## src/rtl/spi_slave_regif.sv

```systemverilog
// 3-wire SPI responder for the ADC configuration port: oversamples CSB/SCLK/SDIO in the
// clk domain and turns 24-bit frames into one-cycle register-file read/write strobes.
module spi_slave_regif #(
  parameter int SYNC_STAGES = 2
) (
  input  logic        clk,
  input  logic        rst,
  input  logic        csb_i,
  input  logic        sclk_i,
  input  logic        sdio_i,
  output logic        sdio_o,
  output logic        sdio_oe,
  output logic [12:0] reg_addr,
  output logic [7:0]  reg_wdata,
  output logic        reg_we,
  output logic        reg_re,
  input  logic [7:0]  reg_rdata,
  output logic        busy,
  output logic        abort
);

  typedef enum logic [2:0] {
    S_IDLE,
    S_HDR,
    S_RD_FETCH,
    S_RD_LATCH,
    S_RD_SHIFT,
    S_WR_DATA,
    S_DONE
  } state_t;

  state_t state_q, state_d;

  logic [SYNC_STAGES-1:0] csb_sync, sclk_sync, sdio_sync;
  logic csb_q, sdio_q, sclk_rise, sclk_fall;

  // Chains reset to 0 so that a CSB held low through reset never looks like a fresh
  // frame start: the FSM waits in DONE until CSB is genuinely seen high.
  // NOTE: sequential state uses non-blocking (<=) so every flop samples pre-edge values.
  always_ff @(posedge clk) begin
    if (rst) begin
      csb_sync  <= '0;
      sclk_sync <= '0;
      sdio_sync <= '0;
    end else begin
      csb_sync  <= {csb_sync[SYNC_STAGES-2:0], csb_i};
      sclk_sync <= {sclk_sync[SYNC_STAGES-2:0], sclk_i};
      sdio_sync <= {sdio_sync[SYNC_STAGES-2:0], sdio_i};
    end
  end

  assign csb_q     = csb_sync[SYNC_STAGES-1];
  assign sdio_q    = sdio_sync[SYNC_STAGES-1];
  assign sclk_rise = sclk_sync[SYNC_STAGES-2] & ~sclk_sync[SYNC_STAGES-1];
  assign sclk_fall = ~sclk_sync[SYNC_STAGES-2] & sclk_sync[SYNC_STAGES-1];

  logic [4:0]  cnt_q;
  logic        rw_q;
  logic [11:0] addr_sr;
  logic [6:0]  dat_sr;
  logic [7:0]  tx_sr;
  logic        oe_q;
  logic [12:0] addr_next;
  logic [7:0]  dat_next;

  assign addr_next = {addr_sr, sdio_q};
  assign dat_next  = {dat_sr, sdio_q};

  logic cnt_clr, cnt_inc, hdr_shift, hdr_done, dat_shift, wr_fire;
  logic rd_load, tx_drive, tx_stop, abort_d;

  always_ff @(posedge clk) begin
    if (rst) state_q <= S_DONE;
    else     state_q <= state_d;
  end

  // NOTE: every signal gets a default before the case so no latch is inferred.
  always_comb begin
    state_d   = state_q;
    cnt_clr   = 1'b0;
    cnt_inc   = 1'b0;
    hdr_shift = 1'b0;
    hdr_done  = 1'b0;
    dat_shift = 1'b0;
    wr_fire   = 1'b0;
    rd_load   = 1'b0;
    tx_drive  = 1'b0;
    tx_stop   = 1'b0;
    abort_d   = 1'b0;
    reg_re    = 1'b0;
    if (csb_q) begin
      state_d = S_IDLE;
      abort_d = state_q inside {S_HDR, S_RD_FETCH, S_RD_LATCH, S_RD_SHIFT, S_WR_DATA};
    end else begin
      case (state_q)
        S_IDLE: begin
          cnt_clr = 1'b1;
          state_d = S_HDR;
        end
        S_HDR: begin
          if (sclk_rise) begin
            cnt_inc   = 1'b1;
            hdr_shift = 1'b1;
            if (cnt_q == 5'd15) begin
              hdr_done = 1'b1;
              state_d  = rw_q ? S_RD_FETCH : S_WR_DATA;
            end
          end
        end
        S_RD_FETCH: begin
          reg_re  = 1'b1;
          cnt_inc = sclk_rise;
          state_d = S_RD_LATCH;
        end
        S_RD_LATCH: begin
          rd_load = 1'b1;
          cnt_inc = sclk_rise;
          state_d = S_RD_SHIFT;
        end
        S_RD_SHIFT: begin
          cnt_inc = sclk_rise;
          if (sclk_fall) begin
            if (cnt_q >= 5'd24) begin
              tx_stop = 1'b1;
              state_d = S_DONE;
            end else begin
              tx_drive = 1'b1;
            end
          end
        end
        S_WR_DATA: begin
          if (sclk_rise) begin
            cnt_inc   = 1'b1;
            dat_shift = 1'b1;
            if (cnt_q == 5'd23) begin
              wr_fire = 1'b1;
              state_d = S_DONE;
            end
          end
        end
        default: state_d = state_q;
      endcase
    end
  end

  always_ff @(posedge clk) begin
    if (rst) begin
      cnt_q     <= '0;
      rw_q      <= 1'b0;
      addr_sr   <= '0;
      dat_sr    <= '0;
      tx_sr     <= '0;
      oe_q      <= 1'b0;
      sdio_o    <= 1'b0;
      reg_addr  <= '0;
      reg_wdata <= '0;
      reg_we    <= 1'b0;
      abort     <= 1'b0;
      busy      <= 1'b0;
    end else begin
      reg_we <= wr_fire;
      abort  <= abort_d;
      busy   <= ~csb_q;
      if (cnt_clr)      cnt_q <= '0;
      else if (cnt_inc) cnt_q <= cnt_q + 5'd1;
      if (hdr_shift) begin
        addr_sr <= addr_next[11:0];
        if (cnt_q == 5'd0) rw_q <= sdio_q;
      end
      if (hdr_done)  reg_addr  <= addr_next;
      if (dat_shift) dat_sr    <= dat_next[6:0];
      if (wr_fire)   reg_wdata <= dat_next;
      if (rd_load)   tx_sr     <= reg_rdata;
      if (tx_drive) begin
        sdio_o <= tx_sr[7];
        tx_sr  <= {tx_sr[6:0], 1'b0};
        oe_q   <= 1'b1;
      end
      if (tx_stop || csb_q) oe_q <= 1'b0;
    end
  end

  // Gated by CSB directly so the pad is released in the same cycle CSB is seen high.
  assign sdio_oe = oe_q & ~csb_q;

endmodule
```

## config.mk

```make
export PLATFORM = sky130hd
export DESIGN_NAME = spi_slave_regif
export DESIGN_NICKNAME = d
export VERILOG_FILES = /design/src/rtl/spi_slave_regif.sv
export SDC_FILE = /design/constraint.sdc
export NUM_CORES = 1
export LEC_CHECK = 0
export CAP_MARGIN = 20
export CORE_ASPECT_RATIO = 0.6
export CORE_MARGIN = 3
export CORE_UTILIZATION = 35
export DETAILED_ROUTE_END_ITERATION = 8
export SLEW_MARGIN = 20
export SYNTH_ARGS = -nofsm -noshare
export SYNTH_HDL_FRONTEND = slang
export SYNTH_SLANG_ARGS = --single-unit
```

## constraint.sdc

```tcl
create_clock -name clk -period 1.85 [get_ports clk]
set_input_delay 0.185 -clock clk [delete_from_list [all_inputs] [get_ports clk]]
set_output_delay 0.185 -clock clk [all_outputs]
set_load 0.1 [all_outputs]
```

==> results.yml <==
outcome:
  status: "finished, final reports clean"
floorplan:
  die_h_um: 75.12
  num_io_pins: 40
  fp.dieArea_sq_um: 9103
  fp.dieW_um: 121.2
  std_cell_rows: 24
  start_util_pct: 37.27
  core_sq_um: 7477
worst_hold_path:
  hp-class: "in2reg"
setup_path:
  r2r_end: "state_q[1]$_SDFFE_PP1P_"
  crit_end: "state_q[1]$_SDFFE_PP1P_"
  rr_worst_depth: 7
  crit_fanout: 5
  start_kind: "flip-flop"
  r2r_slack_ns: 0.08
  cp_data_required_time_ns: 2.12
  critical_path.endpoint_type: "flip-flop"
  worst_ep_arrival_time_ns: 2.04
  critical_path_class: "reg2reg"
  r2r_start: "cnt_q[1]$_SDFFE_PP0P_"
  crit_start: "cnt_q[1]$_SDFFE_PP0P_"
power:
  peakVddDrop_mv: 0.5019
  leakage_uw: 0.001260
  p_per_area_nw_per_um2: 917.5
grt:
  grt_remaining_overflow: 0
  grt_pass1_wl_um: 9549
  gr-usage-all-layers_pct: 13.77
  antenna_found_initial: 0
  grt_start_max_net_pins: 34
  grt_pass1_vias: 1961
timing:
  hold_ws_ns: 0.2054
  final_hold_viol_count: 0
  finalSetupViolCount: 0
  tightest_slew_ns: 0.4637
  fin_setup_tns_ns: 0
  grt_setup_unrepaired: "no"
  period_minus_slack_ns: 1.774
  drv_slew: 0
  finalClockSkew_ns: 0.004187
  finalCritPeriodShare_pct: 95.89
  max_freq_mhz: 563.7
  setup_slack_ns: 0.07603
  slew_headroom_pct: 68.65
logic_synthesis:
  ys_seq_elements: 68
  synth_cells: 306
  yosys-top-cells-area: "dfxtp_1 (49%), mux2i_1 (6.8%), a21oi_1 (6.3%)"
  yosysUniqueCellTypes: 43
  ys_seq_area_share_pct: 48.85
  syn_area_sq_um: 2786
  synth_top_area_share_pct: 48.85
  synth.largest_area_cell: "dfxtp_1"
  avgSynthCellArea_sq_um: 9.106
  synth_warnings: 0
  syn-num-nets: 322
routing:
  num_vias: 2133
  avgRoutedWirePerCell_um: 12.82
  postRouteWirelength_um: 5754
  drtAntennaViolNets: 0
  vias_per_cell: 4.751
  remaining_drc_errors: 0
  dr.first_iter.drc_count: 118
  first_pass_iters: 4
clock_network:
  cts_buffers: 9
  cts.clk_slew.worst_paths_ns: 0.05
  cts_htree_levels: 3
  clock-sinks: 68
  post_cts_resize_count: 0
  cts_setup_buffers: 0
  cts_root_buffer: "clkbuf_16"
  cts.path.max_buffers: 2
  ctsHoldBuffers: 0
  insertion_delay_ns: 0.32
  cts_tree: "done"
finish:
  layout.nets: 357
  synthToLayoutAreaGrowth_pct: 23.57
  drive_gt1_share_pct: 17.10
  final.fill_count: 745
  finalNonFillerCells: 449
  diodes: 0
place:
  place_congestion: 0.8326
  dp.cells: 434
  hpwlAfterDp_um: 3888
  port_buffers: 39
  dp_worst_setup_slack_ns: 0.08094
flow_run:
  cap_violations: 0
flip-flops by register name (all words and copies together) (netlist names):
register   cells
tx_sr          8
oe_q           1
abort          1
dat_sr         7
reg_wdata      8
rw_q           1
state_q        3
addr_sr       12
sclk_sync      2
busy           1
reg_we         1
sdio_o         1
reg_addr      13
sdio_sync      2
csb_sync       2
cnt_q          5
synthesized netlist by cell type:
master and n:
a21oi_2 1, and4b_1 2, nand3_2 1, o22ai_1 1
a21oi_1 35, a31o_2 1, clkbuf_1 9, nor4b_4 1
and2_4 1, dfxtp_1 68, a21o_1 3, and4_1 2
buf_12 2, nand2_1 44, ha_1 3, a221oi_1 1
and2_1 1, o21bai_1 1, xnor2_1 1, or3_1 1
nor3_1 3, and3_1 5, buf_6 3, nand3b_1 1
o21ai_0 2, inv_1 4, o31a_1 1, nor2b_1 14
nor2_1 23, nand3_1 24, nand2b_1 2, nor3b_4 1
a211o_1 1, a22oi_1 7, nor4b_1 1, a31oi_1 1
nand4_1 3, buf_2 6, buf_1 1, buf_4 2
mux2_2 1, mux2i_1 19, xor2_1 2
routing by layer:
metal	routed length [um]	global-route usage [%]
met5	0	0
met4	49	6.957
met3	296	4.955
met2	2351	19.13
met1	3057	18.89
area by class of cell:
cell class / count / area, sq um / area share [%]
timing repair buffer: 47 / 402.9 / 11.70
clock inverter: 2 / 10.01 / 0.2907
tap: 104 / 130.1 / 3.779
multi-input combinational: 211 / 1262 / 36.66
sequential: 68 / 1363 / 39.57
clock buffer: 13 / 260.3 / 7.558
inverter: 4 / 15.01 / 0.4360
placed cells by master (no fill, tap or decap), drive strengths merged, types with 2 or more instances in the layout:
cell / Yosys / routed
and4b: 2 / 2
nand2: 44 / 44
dfxtp: 68 / 68
inv: 4 / 4
a22oi: 7 / 7
and4: 2 / 2
and2: 2 / 2
xor2: 2 / 2
nand2b: 2 / 2
a21o: 3 / 3
buf: 14 / 36
clkinv: 0 / 2
nor2b: 14 / 14
nand3: 25 / 25
o21ai: 2 / 2
nor3: 3 / 3
mux2i: 19 / 19
nand4: 3 / 3
clkdlybuf4s50: 0 / 11
a21oi: 36 / 36
ha: 3 / 3
and3: 5 / 5
nor4b: 2 / 2
clkbuf: 9 / 13
nor2: 23 / 23
stage by stage:
stage / utilization (%) / area (sq um) / power [uW]
3_3_place_gp: 42.34 / 3166 / 1655
3_5_place_dp: 42.34 / 3166 / 1656
4_1_cts: 45.95 / 3436 / 3221
5_1_grt: 46.05 / 3443 / 3293
2_1_floorplan: - / 2789 / 1608
6_report: 46.05 / 3443 / 3159
worst min path at each step:
stage | cells past startpoint | slack (ns) | from | endpoint
3_5_place_dp | 1 | 0.42 | csb_sync[0]$_SDFF_PP0_ | csb_sync[1]$_SDFF_PP0_
5_1_grt | 2 | 0.21 | rst | reg_wdata[0]$_SDFFE_PP0P_
6_report | 2 | 0.21 | rst | reg_wdata[0]$_SDFFE_PP0P_
4_1_cts | 2 | 0.19 | rst | reg_wdata[0]$_SDFFE_PP0P_
3_3_place_gp | 1 | 0.43 | sdio_sync[0]$_SDFF_PP0_ | sdio_sync[1]$_SDFF_PP0_
2_1_floorplan | 1 | 0.31 | csb_i | csb_sync[0]$_SDFF_PP0_
cell families (layout without fill, tap and decap cells):
logic type,after synthesis,after routing,synth area share [%]
buffers and inverters,27,66,6.151
multiplexers,20,20,7.229
adder cells (fa/ha/maj),3,3,1.347
flip-flops,68,68,48.86
AO/OA/AOI/OAI,55,55,11.63
XOR/XNOR,3,3,0.9431
AND/OR/NAND/NOR,130,130,23.84
power by group:
group	internal, uW	total (uW)	switching, uW
Sequential	1480	1500	21.7
Combinational	53.6	128	73.9
Clock	967	1530	564
Total	2500	3160	660
worst max-delay path, cell delays in order, from the launching register on:
cell and delay (ns):
dfxtp_1 0.33, ha_1 0.22, and3_1 0.19, ha_1 0.23, nor2b_1 0.15, a211o_1 0.27
a31oi_1 0.18, o31a_1 0.15
No activity file was read; power rests on OpenSTA's default activity.
